## config.mk

```make
export PLATFORM = sky130hd
export DESIGN_NAME = hazard_control_unit_flat
export DESIGN_NICKNAME = d
export VERILOG_FILES = /design/src/rtl/hazard_control_unit_pkg.sv /design/src/rtl/hazard_control_unit_if.sv /design/src/rtl/hazard_control_unit_sat_counter.sv /design/src/rtl/hazard_control_unit.sv /design/src/flat_wrapper.sv
export SDC_FILE = /design/constraint.sdc
export NUM_CORES = 1
export LEC_CHECK = 0
export CAP_MARGIN = 20
export CORE_MARGIN = 8
export CORE_UTILIZATION = 30
export CTS_CLUSTER_SIZE = 25
export DETAILED_ROUTE_END_ITERATION = 10
export PLACE_DENSITY = 0.61
export SKIP_CTS_REPAIR_TIMING = 1
export SYNTH_ARGS = -nofsm -noshare
export SYNTH_HDL_FRONTEND = slang
export SYNTH_SLANG_ARGS = --single-unit
```

## constraint.sdc

```tcl
create_clock -name clk -period 3.1 [get_ports clk]
set_input_delay 0.62 -clock clk [delete_from_list [all_inputs] [get_ports clk]]
set_output_delay 0.62 -clock clk [all_outputs]
set_load 0.02 [all_outputs]
```

## src/rtl/hazard_control_unit_pkg.sv

```systemverilog
// Shared types and constants for the uDLX pipeline hazard controller.
// Holds the FSM state encoding and the bundle of per-stage control bits.
package hazard_control_unit_pkg;

    localparam int STATE_WIDTH = 2;

    typedef enum logic [STATE_WIDTH-1:0] {
        ST_RUN        = 2'd0,
        ST_LOAD_STALL = 2'd1,
        ST_MEM_WAIT   = 2'd2
    } hcu_state_e;

    typedef struct packed {
        logic pc_wr_en;
        logic if_id_wr_en;
        logic id_ex_wr_en;
        logic ex_mem_wr_en;
        logic mem_wb_wr_en;
        logic if_id_flush;
        logic id_ex_flush;
    } stage_ctrl_t;

    localparam stage_ctrl_t CTRL_NORMAL = '{
        pc_wr_en: 1'b1, if_id_wr_en: 1'b1, id_ex_wr_en: 1'b1,
        ex_mem_wr_en: 1'b1, mem_wb_wr_en: 1'b1,
        if_id_flush: 1'b0, id_ex_flush: 1'b0
    };

    localparam stage_ctrl_t CTRL_FREEZE = '{
        pc_wr_en: 1'b0, if_id_wr_en: 1'b0, id_ex_wr_en: 1'b0,
        ex_mem_wr_en: 1'b0, mem_wb_wr_en: 1'b0,
        if_id_flush: 1'b0, id_ex_flush: 1'b0
    };

    // Reset holds every stage and keeps NOP bubbles loaded in the front end.
    localparam stage_ctrl_t CTRL_RESET = '{
        pc_wr_en: 1'b0, if_id_wr_en: 1'b0, id_ex_wr_en: 1'b0,
        ex_mem_wr_en: 1'b0, mem_wb_wr_en: 1'b0,
        if_id_flush: 1'b1, id_ex_flush: 1'b1
    };

endpackage

```

## src/rtl/hazard_control_unit_if.sv

```systemverilog
// Pipeline-side bundle for the hazard controller: decoded stage info in, stage controls out.
// The slave modport is the controller's view; master is the pipeline's view.
interface hazard_control_unit_if #(
    parameter int REG_ADDR_WIDTH  = 5,
    parameter int STALL_CNT_WIDTH = 16
);
    logic                       id_valid_in;
    logic [REG_ADDR_WIDTH-1:0]  id_read_address1_in;
    logic [REG_ADDR_WIDTH-1:0]  id_read_address2_in;
    logic                       id_uses_rs2_in;
    logic                       ex_mem_data_rd_en_in;
    logic [REG_ADDR_WIDTH-1:0]  ex_reg_wr_addr_in;
    logic                       ex_branch_taken_in;
    logic                       mem_req_in;
    logic                       mem_ready_in;

    logic                       pc_wr_en_out;
    logic                       if_id_wr_en_out;
    logic                       id_ex_wr_en_out;
    logic                       ex_mem_wr_en_out;
    logic                       mem_wb_wr_en_out;
    logic                       if_id_flush_out;
    logic                       id_ex_flush_out;
    logic [1:0]                 state_out;
    logic [STALL_CNT_WIDTH-1:0] stall_cycles_out;
    logic                       mem_timeout_err_out;

    modport master (
        output id_valid_in, id_read_address1_in, id_read_address2_in, id_uses_rs2_in,
        output ex_mem_data_rd_en_in, ex_reg_wr_addr_in, ex_branch_taken_in,
        output mem_req_in, mem_ready_in,
        input  pc_wr_en_out, if_id_wr_en_out, id_ex_wr_en_out, ex_mem_wr_en_out,
        input  mem_wb_wr_en_out, if_id_flush_out, id_ex_flush_out,
        input  state_out, stall_cycles_out, mem_timeout_err_out
    );

    modport slave (
        input  id_valid_in, id_read_address1_in, id_read_address2_in, id_uses_rs2_in,
        input  ex_mem_data_rd_en_in, ex_reg_wr_addr_in, ex_branch_taken_in,
        input  mem_req_in, mem_ready_in,
        output pc_wr_en_out, if_id_wr_en_out, id_ex_wr_en_out, ex_mem_wr_en_out,
        output mem_wb_wr_en_out, if_id_flush_out, id_ex_flush_out,
        output state_out, stall_cycles_out, mem_timeout_err_out
    );

endinterface

```

## src/rtl/hazard_control_unit_sat_counter.sv

```systemverilog
// Saturating up-counter with synchronous clear; clear wins over enable.
module sat_counter #(
    parameter int WIDTH = 16
) (
    input  logic             clk,
    input  logic             clear,
    input  logic             en,
    output logic [WIDTH-1:0] count_out
);

    logic [WIDTH-1:0] count_d;
    logic [WIDTH-1:0] count_q;

    always_comb begin
        count_d = count_q;
        if (clear) begin
            count_d = '0;
        end else if (en && (count_q != {WIDTH{1'b1}})) begin
            count_d = count_q + WIDTH'(1);
        end
    end

    always_ff @(posedge clk) begin
        count_q <= count_d;
    end

    assign count_out = count_q;

endmodule

```

## src/rtl/hazard_control_unit.sv

```systemverilog
// Pipeline sequencing controller: load-use stalls, taken-branch squashes and
// data-memory freezes, with a sticky wait-timeout flag and a stall-cycle counter.
module hazard_control_unit
    import hazard_control_unit_pkg::*;
#(
    parameter int REG_ADDR_WIDTH  = 5,
    parameter int MEM_TIMEOUT     = 16,
    parameter int STALL_CNT_WIDTH = 16
) (
    input  logic                 clk,
    input  logic                 reset,
    hazard_control_unit_if.slave hcu
);

    localparam int WAIT_CNT_WIDTH = (MEM_TIMEOUT > 2) ? $clog2(MEM_TIMEOUT) : 1;
    localparam logic [WAIT_CNT_WIDTH-1:0] WAIT_LIMIT = WAIT_CNT_WIDTH'(MEM_TIMEOUT - 1);

    hcu_state_e                state_d;
    hcu_state_e                state_q;
    logic [WAIT_CNT_WIDTH-1:0] wait_cnt_d;
    logic [WAIT_CNT_WIDTH-1:0] wait_cnt_q;
    logic                      timeout_err_d;
    logic                      timeout_err_q;

    logic [REG_ADDR_WIDTH-1:0] rs1;
    logic [REG_ADDR_WIDTH-1:0] rs2;
    logic [REG_ADDR_WIDTH-1:0] ex_rd;
    logic                      load_use;
    logic                      frozen;
    stage_ctrl_t               ctrl;

    assign rs1   = hcu.id_read_address1_in;
    assign rs2   = hcu.id_read_address2_in;
    assign ex_rd = hcu.ex_reg_wr_addr_in;

    // r0 is hard-wired to zero, so a load targeting it never creates a dependency.
    assign load_use = hcu.ex_mem_data_rd_en_in
                   && (ex_rd != {REG_ADDR_WIDTH{1'b0}})
                   && hcu.id_valid_in
                   && ((rs1 == ex_rd) || (hcu.id_uses_rs2_in && (rs2 == ex_rd)));

    // Once waiting, only the ready strobe releases the freeze.
    assign frozen = (state_q == ST_MEM_WAIT) ? !hcu.mem_ready_in
                                             : (hcu.mem_req_in && !hcu.mem_ready_in);

    always_comb begin
        ctrl          = CTRL_NORMAL;
        state_d       = ST_RUN;
        wait_cnt_d    = wait_cnt_q;
        timeout_err_d = timeout_err_q;

        if (reset) begin
            ctrl          = CTRL_RESET;
            wait_cnt_d    = '0;
            timeout_err_d = 1'b0;
        end else if (frozen) begin
            ctrl    = CTRL_FREEZE;
            state_d = ST_MEM_WAIT;
            if (state_q != ST_MEM_WAIT) begin
                wait_cnt_d = '0;
            end else if (wait_cnt_q == WAIT_LIMIT) begin
                timeout_err_d = 1'b1;
            end else begin
                wait_cnt_d = wait_cnt_q + WAIT_CNT_WIDTH'(1);
            end
        end else if (hcu.ex_branch_taken_in) begin
            ctrl.if_id_flush = 1'b1;
            ctrl.id_ex_flush = 1'b1;
        end else if (load_use && (state_q != ST_LOAD_STALL)) begin
            ctrl.pc_wr_en    = 1'b0;
            ctrl.if_id_wr_en = 1'b0;
            ctrl.id_ex_flush = 1'b1;
            state_d          = ST_LOAD_STALL;
        end
    end

    always_ff @(posedge clk) begin
        if (reset) begin
            state_q       <= ST_RUN;
            wait_cnt_q    <= '0;
            timeout_err_q <= 1'b0;
        end else begin
            state_q       <= state_d;
            wait_cnt_q    <= wait_cnt_d;
            timeout_err_q <= timeout_err_d;
        end
    end

    sat_counter #(
        .WIDTH (STALL_CNT_WIDTH)
    ) u_stall_counter (
        .clk       (clk),
        .clear     (reset),
        .en        (!ctrl.pc_wr_en),
        .count_out (hcu.stall_cycles_out)
    );

    assign hcu.pc_wr_en_out        = ctrl.pc_wr_en;
    assign hcu.if_id_wr_en_out     = ctrl.if_id_wr_en;
    assign hcu.id_ex_wr_en_out     = ctrl.id_ex_wr_en;
    assign hcu.ex_mem_wr_en_out    = ctrl.ex_mem_wr_en;
    assign hcu.mem_wb_wr_en_out    = ctrl.mem_wb_wr_en;
    assign hcu.if_id_flush_out     = ctrl.if_id_flush;
    assign hcu.id_ex_flush_out     = ctrl.id_ex_flush;
    assign hcu.state_out           = state_q;
    assign hcu.mem_timeout_err_out = timeout_err_q;

endmodule

```

## src/flat_wrapper.sv

```systemverilog
// flat-port wrapper written by rule: the top's interface ports become plain ports
module hazard_control_unit_flat import hazard_control_unit_pkg::*;
#(
    parameter int REG_ADDR_WIDTH  = 5,
    parameter int MEM_TIMEOUT     = 16,
    parameter int STALL_CNT_WIDTH = 16
)
  (clk, reset, hcu_id_valid_in, hcu_id_read_address1_in, hcu_id_read_address2_in, hcu_id_uses_rs2_in, hcu_ex_mem_data_rd_en_in, hcu_ex_reg_wr_addr_in, hcu_ex_branch_taken_in, hcu_mem_req_in, hcu_mem_ready_in, hcu_pc_wr_en_out, hcu_if_id_wr_en_out, hcu_id_ex_wr_en_out, hcu_ex_mem_wr_en_out, hcu_mem_wb_wr_en_out, hcu_if_id_flush_out, hcu_id_ex_flush_out, hcu_state_out, hcu_stall_cycles_out, hcu_mem_timeout_err_out);
  hazard_control_unit_if #(.REG_ADDR_WIDTH(REG_ADDR_WIDTH), .STALL_CNT_WIDTH(STALL_CNT_WIDTH)) hcu_i ();
  input  logic clk;
  input  logic reset;
  input wire logic [$bits(hcu_i.id_valid_in)-1:0] hcu_id_valid_in;
  input wire logic [$bits(hcu_i.id_read_address1_in)-1:0] hcu_id_read_address1_in;
  input wire logic [$bits(hcu_i.id_read_address2_in)-1:0] hcu_id_read_address2_in;
  input wire logic [$bits(hcu_i.id_uses_rs2_in)-1:0] hcu_id_uses_rs2_in;
  input wire logic [$bits(hcu_i.ex_mem_data_rd_en_in)-1:0] hcu_ex_mem_data_rd_en_in;
  input wire logic [$bits(hcu_i.ex_reg_wr_addr_in)-1:0] hcu_ex_reg_wr_addr_in;
  input wire logic [$bits(hcu_i.ex_branch_taken_in)-1:0] hcu_ex_branch_taken_in;
  input wire logic [$bits(hcu_i.mem_req_in)-1:0] hcu_mem_req_in;
  input wire logic [$bits(hcu_i.mem_ready_in)-1:0] hcu_mem_ready_in;
  output wire logic [$bits(hcu_i.pc_wr_en_out)-1:0] hcu_pc_wr_en_out;
  output wire logic [$bits(hcu_i.if_id_wr_en_out)-1:0] hcu_if_id_wr_en_out;
  output wire logic [$bits(hcu_i.id_ex_wr_en_out)-1:0] hcu_id_ex_wr_en_out;
  output wire logic [$bits(hcu_i.ex_mem_wr_en_out)-1:0] hcu_ex_mem_wr_en_out;
  output wire logic [$bits(hcu_i.mem_wb_wr_en_out)-1:0] hcu_mem_wb_wr_en_out;
  output wire logic [$bits(hcu_i.if_id_flush_out)-1:0] hcu_if_id_flush_out;
  output wire logic [$bits(hcu_i.id_ex_flush_out)-1:0] hcu_id_ex_flush_out;
  output wire logic [$bits(hcu_i.state_out)-1:0] hcu_state_out;
  output wire logic [$bits(hcu_i.stall_cycles_out)-1:0] hcu_stall_cycles_out;
  output wire logic [$bits(hcu_i.mem_timeout_err_out)-1:0] hcu_mem_timeout_err_out;
  assign hcu_i.id_valid_in = hcu_id_valid_in;
  assign hcu_i.id_read_address1_in = hcu_id_read_address1_in;
  assign hcu_i.id_read_address2_in = hcu_id_read_address2_in;
  assign hcu_i.id_uses_rs2_in = hcu_id_uses_rs2_in;
  assign hcu_i.ex_mem_data_rd_en_in = hcu_ex_mem_data_rd_en_in;
  assign hcu_i.ex_reg_wr_addr_in = hcu_ex_reg_wr_addr_in;
  assign hcu_i.ex_branch_taken_in = hcu_ex_branch_taken_in;
  assign hcu_i.mem_req_in = hcu_mem_req_in;
  assign hcu_i.mem_ready_in = hcu_mem_ready_in;
  assign hcu_pc_wr_en_out = hcu_i.pc_wr_en_out;
  assign hcu_if_id_wr_en_out = hcu_i.if_id_wr_en_out;
  assign hcu_id_ex_wr_en_out = hcu_i.id_ex_wr_en_out;
  assign hcu_ex_mem_wr_en_out = hcu_i.ex_mem_wr_en_out;
  assign hcu_mem_wb_wr_en_out = hcu_i.mem_wb_wr_en_out;
  assign hcu_if_id_flush_out = hcu_i.if_id_flush_out;
  assign hcu_id_ex_flush_out = hcu_i.id_ex_flush_out;
  assign hcu_state_out = hcu_i.state_out;
  assign hcu_stall_cycles_out = hcu_i.stall_cycles_out;
  assign hcu_mem_timeout_err_out = hcu_i.mem_timeout_err_out;
  hazard_control_unit #(.REG_ADDR_WIDTH(REG_ADDR_WIDTH), .MEM_TIMEOUT(MEM_TIMEOUT), .STALL_CNT_WIDTH(STALL_CNT_WIDTH)) u_core (.clk(clk), .reset(reset), .hcu(hcu_i));
endmodule
```

* Word-level counts from Yosys, hierarchy flattened *
Index checks and enable logic that the tools add are counted.

word-level totals
  output and inout port bits = 26
  input bits = 23
  bits in registers = 23
  word-level logic and storage cells = 45

cells by class
  bitwise operators = 1
  muxes and demuxes = 15
  add/sub/neg operators = 2
  reduce and logical (&&, ||, !) cells = 14
  equality and inequality tests = 8

operators with widths
  kind                                                    number
  adder 16 x 1 -> 16 bit (second input constant)          1
  inequality test 16 bit (second input constant)          1
  2-to-1 mux 2 bit                                        6
  equality test 5 bit                                     2
  2-to-1 mux 4 bit                                        2
  logical AND 1 bit                                       7
  2-to-1 mux 7 bit                                        1
  2-to-1 mux 1 bit                                        5
  nonzero test 5 bit                                      1
  adder 4 x 1 -> 4 bit (second input constant)            1
  equality test 4 bit (second input constant)             1
  inequality test 2 x 1 -> 1 bit (second input constant)  2
  2-to-1 mux 3 bit                                        1
  AND reduction 3 bit                                     1
  OR reduction 3 bit                                      1
  equality test 2 bit (second input constant)             1
  zero test 1 bit                                         2
  inequality test 2 bit (second input constant)           1
  AND reduction 2 bit                                     1
  logical OR 1 bit                                        1
  inverter 1 bit                                          1

* Longest topological paths before layout *
Gate-level depths: netlist of run 1.

  depth in word-level cells = 11
  mapped depth = 9
  mapped depth without buffers = 7

* Cells and area by module *
From an unflattened synthesis of run 1, not the netlist that was laid out.

unflattened totals
  cell total of the unflattened synthesis = 160
  area total of the unflattened synthesis = 1375.1 sq um

modules (own cells, without submodules)
  module               cells each  area each (sq um)  seq. area each (sq um)  times used
  sat_counter          99          848.3              320.3                   1
  hazard_control_unit  61          526.8              140.1                   1

* Worst setup path after synthesis of run 1 *
No wires, ideal clock.

  kind = input to output
  from = input port hcu_ex_reg_wr_addr_in[0]
  to = output port hcu_pc_wr_en_out
  required time = 2.480 ns
  setup slack = 0.274 ns
  stages on the path = 8
  path buffers = 3
  arrival time = 2.206 ns
  path through = or4_1 -> o2111ai_2 -> nor2_2 -> a211o_4 -> inv_4 -> buf_12 -> buf_12 -> buf_4

between the ends
  longest elaborated chain between the ends = 9
  elaborated cells on any way between the ends = 13
  classes of those cells = 2 x eq/ne; 4 x mux; 7 x reduce/logical

RTL lines
  item                                                       line                                                  RTL
  from (decl)                                                flat_wrapper.sv:17                                    input wire logic [$bits(hcu_i.ex_reg_wr_addr_in)-1:0] hcu_ex_reg_wr_addr_in;
  equality test 5 bit or nonzero test 5 bit (tied branches)  hazard_control_unit.sv:40, hazard_control_unit.sv:38
  logical AND 1 bit, on equally long branches                hazard_control_unit.sv:40, hazard_control_unit.sv:38
  logical OR 1 bit or logical AND 1 bit (tied branches)      hazard_control_unit.sv:40, hazard_control_unit.sv:39
  logical AND 1 bit (*)                                      hazard_control_unit.sv:40                             && ((rs1 == ex_rd) || (hcu.id_uses_rs2_in && (rs2 == ex_rd)));
  logical AND 1 bit (*)                                      hazard_control_unit.sv:69                             end else if (load_use && (state_q != ST_LOAD_STALL)) begin
  2-to-1 mux 2 bit (*)                                       hazard_control_unit.sv:69
  2-to-1 mux 2 bit (*)                                       hazard_control_unit.sv:66                             end else if (hcu.ex_branch_taken_in) begin
  2-to-1 mux 2 bit (*)                                       hazard_control_unit.sv:56                             end else if (frozen) begin
  2-to-1 mux 7 bit (*)                                       hazard_control_unit.sv:52                             if (reset) begin
  to (decl)                                                  flat_wrapper.sv:21                                    output wire logic [$bits(hcu_i.pc_wr_en_out)-1:0] hcu_pc_wr_en_out;

Mark *: on every way between the ends. The rest lies on a longest branch, timed or not.

* Final worst setup path of run 1 *
  from = input port hcu_ex_reg_wr_addr_in[2]
  to = output port hcu_if_id_wr_en_out

between the ends
  longest elaborated chain between the ends = 9
  elaborated cells on any way between the ends = 13
  classes of those cells = 2 x eq/ne; 4 x mux; 7 x reduce/logical

RTL lines
  item                                                       line                                                  RTL
  equality test 5 bit or nonzero test 5 bit (tied branches)  hazard_control_unit.sv:40, hazard_control_unit.sv:38
  logical AND 1 bit, on equally long branches                hazard_control_unit.sv:40, hazard_control_unit.sv:38
  logical OR 1 bit or logical AND 1 bit (tied branches)      hazard_control_unit.sv:40, hazard_control_unit.sv:39
  logical AND 1 bit (*)                                      hazard_control_unit.sv:40
  logical AND 1 bit (*)                                      hazard_control_unit.sv:69
  2-to-1 mux 2 bit (*)                                       hazard_control_unit.sv:69
  2-to-1 mux 2 bit (*)                                       hazard_control_unit.sv:66
  2-to-1 mux 2 bit (*)                                       hazard_control_unit.sv:56
  2-to-1 mux 7 bit (*)                                       hazard_control_unit.sv:52
  to (decl)                                                  flat_wrapper.sv:22                                    output wire logic [$bits(hcu_i.if_id_wr_en_out)-1:0] hcu_if_id_wr_en_out;

Marks and branches as above.

==> run_results.csv, run 1 <==
group,metric,value,unit
power_and_ir_drop,power_frac_clock,30.2,%
clocking,clock_sinks,23,
detailed_routing,antenna_left,0,
power_and_ir_drop,p_sw_share,26.7,%
logic_synthesis,synthCells,169,
sta,finalHoldViolations,0,
logic_synthesis,synth_cell_types,44,
global_routing,gr-total-overflow,0,
sta,final.min_clock_period,3.01,ns
logic_synthesis,synth_edf_count,0,
final_layout,n_antenna_cell,0,
sta,slew-limit-headroom,81.3,%
clocking,cts_tree,"built",
global_routing,grt_max_degree,22,
detailed_routing,highest-signal-layer,"met4",
floorplan,die_y,86.3,um
power_and_ir_drop,totalPowerFinal,633,uW
placed_design,dp.cells,285,
logic_synthesis,async_flop_share,0,%
power_and_ir_drop,seqPwrFrac,48.1,%
floorplan,fp.dieW,86.3,um
power_and_ir_drop,p_comb_share,21.8,%
floorplan,io_pins,49,
detailed_routing,wl_met1,1.80,mm
logic_synthesis,syn-cell-area,1480,sq um
clocking,clk_latency,0.27,ns
logic_synthesis,yosysSeqAreaShare,31.1,%
run,drv_cap,0,
global_routing,grt_first_pass_wirelength,6.34,mm
detailed_routing,post_drt_wl_per_cell,12.8,um
sta,max_slew.worst_pin.slew,0.279,ns
final_layout,layout-drive-gt1-share,23.4,%
detailed_routing,post-route-drc-count,0,
sta,setup_ws,0.0912,ns
clocking,root_buffer,"clkbuf_8",
sta,setup_viol,0,
global_routing,antenna_found_initial,0,
worst_hold_path,hp-class,"reg -> reg",
clocking,clk_path_buf_depth,2,
floorplan,core_area,4750,sq um
clocking,htreeDepth,1,
setup_path,setup.worst_path.end,"hcu_if_id_wr_en_out",
setup_path,start_kind,"input pin",
power_and_ir_drop,power.density,298,nW/um^2
setup_path,required,2.48,ns
final_layout,instances_no_fill,289,
power_and_ir_drop,switching_power,169,uW
logic_synthesis,synth.avg_cell_area,8.77,sq um
setup_path,crit_arrival,2.39,ns
global_routing,grt_usage,10.2,%
power_and_ir_drop,ir_drop,0.160,mV
setup_path,path_max_fanout,3,
placed_design,gp_congestion,0.758,
detailed_routing,num_vias,1386,
status,status,"complete, no violations",
floorplan,die-area,7450,sq um
detailed_routing,drt-total-wl,3.71,mm
placed_design,dp.final_hpwl,2.86,mm
setup_path,worst_setup_path_startpoint,"hcu_ex_reg_wr_addr_in[2]",
power_and_ir_drop,leakage,0.000737,uW
logic_synthesis,syn_nets,194,
setup_path,rr_worst_depth,8,
sta,rsz0062_at_grt,"false",
setup_path,critPathKind,"in -> out",
clocking,numCtsBuffers,3,
power_and_ir_drop,intPower,464,uW
sta,skew,0.0139,ns
setup_path,rrSetupSlack,1.03,ns
placed_design,dp_slack,-0.427,ns
sta,finalCritPeriodShare,97.1,%
detailed_routing,first_pass_iters,4,
clocking,clkTransAtPathRegs,0.08,ns
logic_synthesis,yosysWarningCount,0,
logic_synthesis,ys_seq_elements,23,
final_layout,final_nets,248,
setup_path,worst_r2r_endpoint,"u_core.u_stall_counter.count_out[6]$_SDFFE_PP0P_",
floorplan,fp-row-count,25,
setup_path,r2r-start,"u_core.hcu.state_out[1]$_SDFF_PP0_",
sta,slew_viol_final,0,
logic_synthesis,yosys_most_used_dff,"dfxtp_1",
sta,max_freq,332,MHz
detailed_routing,via_per_inst,4.80,
floorplan,start_util,31.2,%
placed_design,io_buffer_count,48,
detailed_routing,drt_iter0_drc,66,
detailed_routing,met2_length,1.67,mm
setup_path,endpoint_kind,"output port",
detailed_routing,dr_wl_met3,216,um
final_layout,syn_to_final_growth,43.1,%
global_routing,grt_pass1_vias,1382,
## how the worst min path moves through the flow
stage                                                start                                          end  cells after the start
2_1_floorplan            u_core.wait_cnt_q[1]$_SDFFE_PP0P_            u_core.wait_cnt_q[1]$_SDFFE_PP0P_                      2
3_3_place_gp   u_core.hcu.mem_timeout_err_out$_SDFFE_PP0P_  u_core.hcu.mem_timeout_err_out$_SDFFE_PP0P_                      2
3_5_place_dp   u_core.hcu.mem_timeout_err_out$_SDFFE_PP0P_  u_core.hcu.mem_timeout_err_out$_SDFFE_PP0P_                      2
4_1_cts        u_core.hcu.mem_timeout_err_out$_SDFFE_PP0P_  u_core.hcu.mem_timeout_err_out$_SDFFE_PP0P_                      2
5_1_grt        u_core.hcu.mem_timeout_err_out$_SDFFE_PP0P_  u_core.hcu.mem_timeout_err_out$_SDFFE_PP0P_                      2
6_report       u_core.hcu.mem_timeout_err_out$_SDFFE_PP0P_  u_core.hcu.mem_timeout_err_out$_SDFFE_PP0P_                      2
## kinds of logic (layout without fill, tap and decap cells)
family | Yosys count | after routing | synth area share, %
AND/OR/NAND/NOR | 74 | 74 | 28.9
AO/OA/AOI/OAI | 41 | 41 | 20.9
flip-flops | 23 | 23 | 31.1
buffers and inverters | 14 | 67 | 7.00
XOR/XNOR | 10 | 10 | 5.91
multiplexers | 5 | 5 | 4.56
adder cells (fa/ha/maj) | 2 | 2 | 1.69
## critical path, cell delays in order
cell,delay (ns)
clkdlybuf4s50_1,0.42
or4_4,0.50
o2111ai_4,0.25
nor2_4,0.06
a211o_4,0.34
inv_4,0.06
buf_4,0.13
## per-layer routing
layer	vias up	global-route usage, %
met2	27	18.1
met1	630	12.0
met5	-	0
met4	0	1.41
met3	2	3.21
li1	727	-
## stage by stage
step / util [%] / instance area (sq um) / setup TNS (ns) / hold WS [ns]
5_1_grt: 44.6 / 2120 / 0 / 0.497
4_1_cts: 44.2 / 2100 / -1.21 / 0.474
6_report: 44.6 / 2120 / 0 / 0.469
3_3_place_gp: 43.2 / 2050 / -1.18 / 0.454
2_1_floorplan: - / 1480 / 0 / 0.504
3_5_place_dp: 43.2 / 2050 / -1.19 / 0.455
## sequential cells by signal, indices dropped and copies added, names as in the netlist
register	cells
u_core.u_stall_counter.count_out	16
u_core.hcu.mem_timeout_err_out	1
u_core.hcu.state_out	2
u_core.wait_cnt_q	4
## final cells by class
| class | count | area [sq um] |
|---|---|---|
| well taps | 67 | 83.8 |
| flip-flops and latches | 23 | 460 |
| clock buffers | 3 | 41.3 |
| inverters | 3 | 13.8 |
| fillers | 517 | 2630 |
| repair buffers | 60 | 568 |
| multi-input cells | 132 | 947 |
| clock inverters | 1 | 7.51 |
## cell usage in the layout, fill, tap and decap left out, types with 2 or more instances in the layout
cell type,n
a22oi_1,2
clkdlybuf4s50_1,43
nand2b_1,3
dfxtp_1,23
mux2_2,2
nor2b_1,6
nor3_1,2
nand2_1,10
inv_1,2
o21ai_2,2
nand4_1,3
a21oi_2,8
o21ai_0,3
xnor2_1,10
clkbuf_8,3
mux2_4,3
a21oi_1,9
ha_1,2
and3_1,5
buf_4,15
a21o_1,2
nand3_1,11
nor2_1,16
o31ai_1,8
or4_2,6
nor4_2,2
dlymetal6s2s_1,2
## cells in the mapped netlist (all sizes together) (5+ instances only)
cell | instances | area share, %
o31ai | 8 | 4.1
or4 | 8 | 4.6
buf | 7 | 5.1
nor2b | 6 | 2.5
dfxtp | 23 | 31
xnor2 | 10 | 5.9
a21oi | 17 | 7.8
nor2 | 17 | 4.5
nand3 | 11 | 3.7
nand2 | 10 | 2.5
o21ai | 6 | 2.3
and3 | 5 | 2.1
mux2 | 5 | 4.6
## power groups by stage
stage               clock (uW)  sequential [uW]  combinational (uW)
finish                     191              304                 138
global route               212              305                 150
CTS                        199              304                 138
detailed placement           0              311                 137
global placement             0              311                 136
floorplan                    0              315                70.4
Note: power is estimated with default switching activity, not from simulation.
==> run 2, diff against run 1 <==
Settings changed: CELL_PAD_IN_SITES_DETAIL_PLACEMENT set to 1, CELL_PAD_IN_SITES_GLOBAL_PLACEMENT set to 1, PLACE_DENSITY 0.61 to 0.78.
==> run 2 against run 1 <==
Clock power about the same; sequential cell count unchanged; largest cell class unchanged; via count up 4.5%; critical path depth unchanged; highest routed layer unchanged; register-to-register slack worse by 0.06 ns; final cell count up 0.35%; worst hold slack better by 0.0057 ns; die area unchanged; sequential power about the same.
==> run_results.csv, run 2 (synthesis results as in run 1) <==
group,metric,value,unit
sta,setup_ws,0.0300,ns
placed_design,gp_congestion,0.768,
final_layout,final_cell_mix,"clkdlybuf4s50_1, dfxtp_1, nor2_1",
setup_path,crit_arrival,2.45,ns
setup_path,crit_family,"buffers and inverters",
clocking,cts_tree,"built",
sta,max_slew.worst_pin.slew,0.264,ns
final_layout,layout_commonest_cell,"clkdlybuf4s50_1",
setup_path,endpoint_kind,"output port",
clocking,numCtsBuffers,3,
final_layout,syn_to_final_growth,43.2,%
run,drv_cap,0,
setup_path,crit_slowest_cell,"or4_4",
setup_path,cp_cell_sequence,"clkdlybuf4s50_1, or4_4, o2111ai_4, nor2_4, a211o_4, inv_4, buf_4",
floorplan,die_y,86.3,um
detailed_routing,first_pass_iters,4,
sta,skew,0.00539,ns
floorplan,io_pins,49,
clocking,htreeDepth,1,
clocking,clkTransAtPathRegs,0.08,ns
detailed_routing,post_drt_wl_per_cell,14.8,um
floorplan,core_area,4750,sq um
sta,finalCritPeriodShare,99.0,%
global_routing,grt_usage,11.7,%
clocking,clock_sinks,23,
worst_hold_path,hp-class,"reg -> reg",
floorplan,start_util,31.2,%
placed_design,dp_slack,-0.486,ns
placed_design,dp.final_hpwl,3.36,mm
sta,slew-limit-headroom,82.2,%
worst_hold_path,holdPathStages,2,
final_layout,stdcell_area,2120,sq um
sta,fin_hold_ws,0.475,ns
power_and_ir_drop,power.density,299,nW/um^2
setup_path,critPathKind,"in -> out",
final_layout,layout-drive-gt1-share,23.3,%
status,status,"complete, no violations",
final_layout,n_antenna_cell,0,
placed_design,place_area,2060,sq um
global_routing,gr-total-overflow,0,
detailed_routing,antenna_left,0,
floorplan,fp.dieW,86.3,um
sta,finalHoldViolations,0,
setup_path,path_max_fanout,3,
sta,setup_viol,0,
power_and_ir_drop,ir_drop,0.143,mV
final_layout,final_nets,249,
sta,slew_viol_final,0,
global_routing,antenna_found_initial,0,
sta,final.min_clock_period,3.07,ns
setup_path,path_buf_inv,3,
clocking,root_buffer,"clkbuf_8",
detailed_routing,drt-total-wl,4.30,mm
final_layout,largest_register_ffs,16,
global_routing,grt_max_degree,21,
detailed_routing,drt_iter0_drc,42,
detailed_routing,num_vias,1448,
setup_path,rr_worst_depth,8,
setup_path,cp.depth,7,
clocking,clk_latency,0.27,ns
floorplan,fp-row-count,25,
setup_path,start_kind,"input pin",
final_layout,final_core_util,44.7,%
setup_path,required,2.48,ns
floorplan,die-area,7450,sq um
setup_path,max_stage_delay,0.52,ns
detailed_routing,post-route-drc-count,0,
global_routing,grt_first_pass_wirelength,7.09,mm
global_routing,grt_pass1_vias,1473,
clocking,clk_path_buf_depth,2,
placed_design,io_buffer_count,48,
detailed_routing,via_per_inst,4.99,
sta,max_freq,326,MHz
power_and_ir_drop,leakage,0.000742,uW
[run 2: through the flow]
step                      total power [uW]  std cells  setup TNS [ns]
after floorplan                        385        169               0
after global placement                 448        286           -1.22
after detailed placement               453        286           -1.44
after CTS                              646        290           -1.40
after global routing                   676        290          -0.110
final                                  634        290               0
[run 2: worst paths after layout]
check	startpoint	to	slack, ns
min reg2reg	u_core.hcu.mem_timeout_err_out$_SDFFE_PP0P_	u_core.hcu.mem_timeout_err_out$_SDFFE_PP0P_	0.47
max reg2reg	u_core.hcu.state_out[1]$_SDFF_PP0_	u_core.u_stall_counter.count_out[6]$_SDFFE_PP0P_	0.97
max	hcu_ex_reg_wr_addr_in[2]	hcu_if_id_wr_en_out	0.03
min	u_core.hcu.mem_timeout_err_out$_SDFFE_PP0P_	u_core.hcu.mem_timeout_err_out$_SDFFE_PP0P_	0.47
[run 2: area by class of cell]
cell class                 count  area (sq um)
clock buffer                   4          45.0
fill                         579          2630
inverter                       3          13.8
multi-input combinational    132           947
sequential                    23           460
tap                           67          83.8
timing repair buffer          61           573
[run 2: worst register-to-register path, stage by stage, from the launching register on]
cell,delay (ns)
dfxtp_1,0.38
nand2b_1,0.18
o2111ai_4,0.17
nor2_4,0.14
a211o_4,0.16
inv_4,0.04
buf_4,0.19
or4_2,0.67
a21oi_2,0.15
[run 2: routing by layer]
metal | vias to the layer above | global-route usage (%) | routed length [um]
met5 | - | 0 | 0
met4 | 0 | 2.35 | 10
met3 | 2 | 3.12 | 218
met2 | 34 | 19.9 | 2080
met1 | 684 | 14.2 | 1990
li1 | 728 | - | -
[run 2: power breakdown]
part / switching [uW] / leakage, uW / internal [uW] / total (uW)
Clock: 97.3 / 0.0000228 / 91.8 / 189
Combinational: 67.3 / 0.000533 / 74.1 / 141
Sequential: 4.61 / 0.000186 / 299 / 304
==> run 3, diff against run 2 <==
Settings changed: CORE_ASPECT_RATIO set to 1.75.
Clock period 3.1 ns to 2.85 ns, I/O delays scaled along.
==> run 3 against run 2 <==
Combinational power up 11%; die area up 1.2%; final cell count down 3.4%; setup slack better by 0.15 ns; sequential power up 8.9%; sequential share of layout area down 0.20 points; register-to-register slack worse by 0.31 ns; sequential cell count unchanged; routed wire length up 5.7%; critical path type is now in -> reg; largest power group unchanged.
==> run_results.csv, run 3 (synthesis results as in run 1) <==
group,metric,value,unit
sta,max_freq,374,MHz
sta,slew-limit-headroom,77.5,%
worst_hold_path,hp-class,"reg -> reg",
sta,final.min_clock_period,2.67,ns
clocking,cts_tree,"built",
clocking,clk_path_buf_depth,2,
global_routing,antenna_found_initial,0,
detailed_routing,drt-total-wl,4.54,mm
sta,setup_viol,0,
final_layout,final_cell_mix,"clkdlybuf4s50_1, dfxtp_1, buf_4",
clocking,clkTransAtPathRegs,0.09,ns
setup_path,crit_arrival,2.88,ns
sta,skew,0.00229,ns
global_routing,grt_usage,11.4,%
setup_path,max_stage_delay,0.68,ns
setup_path,required,3.06,ns
setup_path,cp_cell_sequence,"clkdlybuf4s50_1, xnor2_1, nand3_1, o22ai_2, a211o_4, inv_4, buf_4, or4_2, a21oi_2",
global_routing,gr-total-overflow,0,
floorplan,fp.dieW,69.1,um
setup_path,endpoint_kind,"flip-flop",
final_layout,syn_to_final_growth,44.6,%
setup_path,crit_family,"simple AND/OR/NAND/NOR gates",
power_and_ir_drop,leakage,0.000778,uW
setup_path,path_buf_inv,3,
run,drv_cap,0,
clocking,htreeDepth,1,
worst_hold_path,hp-start,"u_core.hcu.mem_timeout_err_out$_SDFFE_PP0P_",
floorplan,die_y,109,um
global_routing,grt_first_pass_wirelength,7.10,mm
detailed_routing,via_per_inst,5.25,
final_layout,layout-drive-gt1-share,24.8,%
final_layout,layout_commonest_cell,"clkdlybuf4s50_1",
clocking,numCtsBuffers,3,
floorplan,start_util,30.6,%
clocking,root_buffer,"clkbuf_8",
setup_path,rrSetupSlack,0.66,ns
sta,max_slew.worst_pin.slew,0.338,ns
floorplan,core_area,4850,sq um
status,status,"complete, no violations",
setup_path,crit_slowest_cell,"or4_2",
floorplan,io_pins,49,
detailed_routing,antenna_left,0,
setup_path,cp.depth,9,
detailed_routing,drt_iter0_drc,20,
sta,fin_tns_setup,0,ns
setup_path,start_kind,"input pin",
worst_hold_path,holdPathStages,2,
worst_hold_path,min_to,"u_core.hcu.mem_timeout_err_out$_SDFFE_PP0P_",
placed_design,dp.final_hpwl,3.63,mm
setup_path,critPathKind,"in -> reg",
placed_design,gp_congestion,0.744,
placed_design,dp.cells,276,
setup_path,r2r-start,"u_core.hcu.state_out[0]$_SDFF_PP0_",
clocking,clk_latency,0.27,ns
setup_path,worst_setup_path_startpoint,"hcu_ex_reg_wr_addr_in[1]",
clocking,clock_sinks,23,
detailed_routing,post_drt_wl_per_cell,16.2,um
setup_path,rr_worst_depth,7,
floorplan,die-area,7540,sq um
final_layout,n_antenna_cell,0,
sta,rsz0062_at_grt,"false",
placed_design,dp_slack,-0.557,ns
placed_design,io_buffer_count,48,
power_and_ir_drop,ir_drop,0.240,mV
final_layout,instances_no_fill,280,
final_layout,largest_register_ffs,16,
power_and_ir_drop,power.density,326,nW/um^2
sta,finalHoldViolations,0,
final_layout,final_nets,252,
global_routing,grt_max_degree,29,
detailed_routing,post-route-drc-count,0,
sta,finalCritPeriodShare,93.8,%
sta,setup_ws,0.177,ns
detailed_routing,first_pass_iters,4,
sta,slew_viol_final,0,
setup_path,worst_r2r_endpoint,"u_core.u_stall_counter.count_out[15]$_SDFFE_PP0P_",
floorplan,fp-row-count,34,
global_routing,grt_pass1_vias,1549,
sta,fin_hold_ws,0.497,ns
detailed_routing,num_vias,1470,
setup_path,path_max_fanout,20,
## run 3: worst max path at each step
| stage | to | slack, ns |
|---|---|---|
| global placement | hcu_pc_wr_en_out | -0.55 |
| floorplan | hcu_pc_wr_en_out | 0.12 |
| CTS | hcu_pc_wr_en_out | -0.56 |
| finish | u_core.u_stall_counter.count_out[15]$_SDFFE_PP0P_ | 0.18 |
| detailed placement | hcu_pc_wr_en_out | -0.56 |
| global route | u_core.u_stall_counter.count_out[15]$_SDFFE_PP0P_ | 0.07 |
## run 3: metal layers
layer	global-route usage [%]	wire (um)	vias up
met5	0	0	-
met4	5.74	93	0
met3	1.73	148	4
met2	23.4	2570	30
met1	10.5	1730	706
li1	-	-	730
## run 3: layout make-up
type,count,area (sq um)
well taps,54,67.6
multi-input cells,132,942
repair buffers,64,611
clock inverters,1,7.51
flip-flops and latches,23,460
inverters,3,13.8
fillers,601,2710
clock buffers,3,41.3
## run 3: through the flow
stage          area (sq um)  power [uW]  utilization (%)
2_1_floorplan          1480         419                -
3_3_place_gp           2070         493             42.6
3_5_place_dp           2070         494             42.6
4_1_cts                2110         710             43.6
5_1_grt                2140         732             44.2
6_report               2140         700             44.2
## run 3: worst reg2reg max path, delay by kind of cell, from the launching register on
kind / cells / cell delay [ns]
simple gates: 2 / 0.93
buf+inv: 2 / 0.24
flops: 1 / 0.34
compound gates: 3 / 0.63
## run 3: power by group
| group | internal [uW] | switching, uW |
|---|---|---|
| Combinational | 83.1 | 72.9 |
| Sequential | 326 | 5.42 |
| Clock | 99.0 | 114 |
| Total | 508 | 192 |
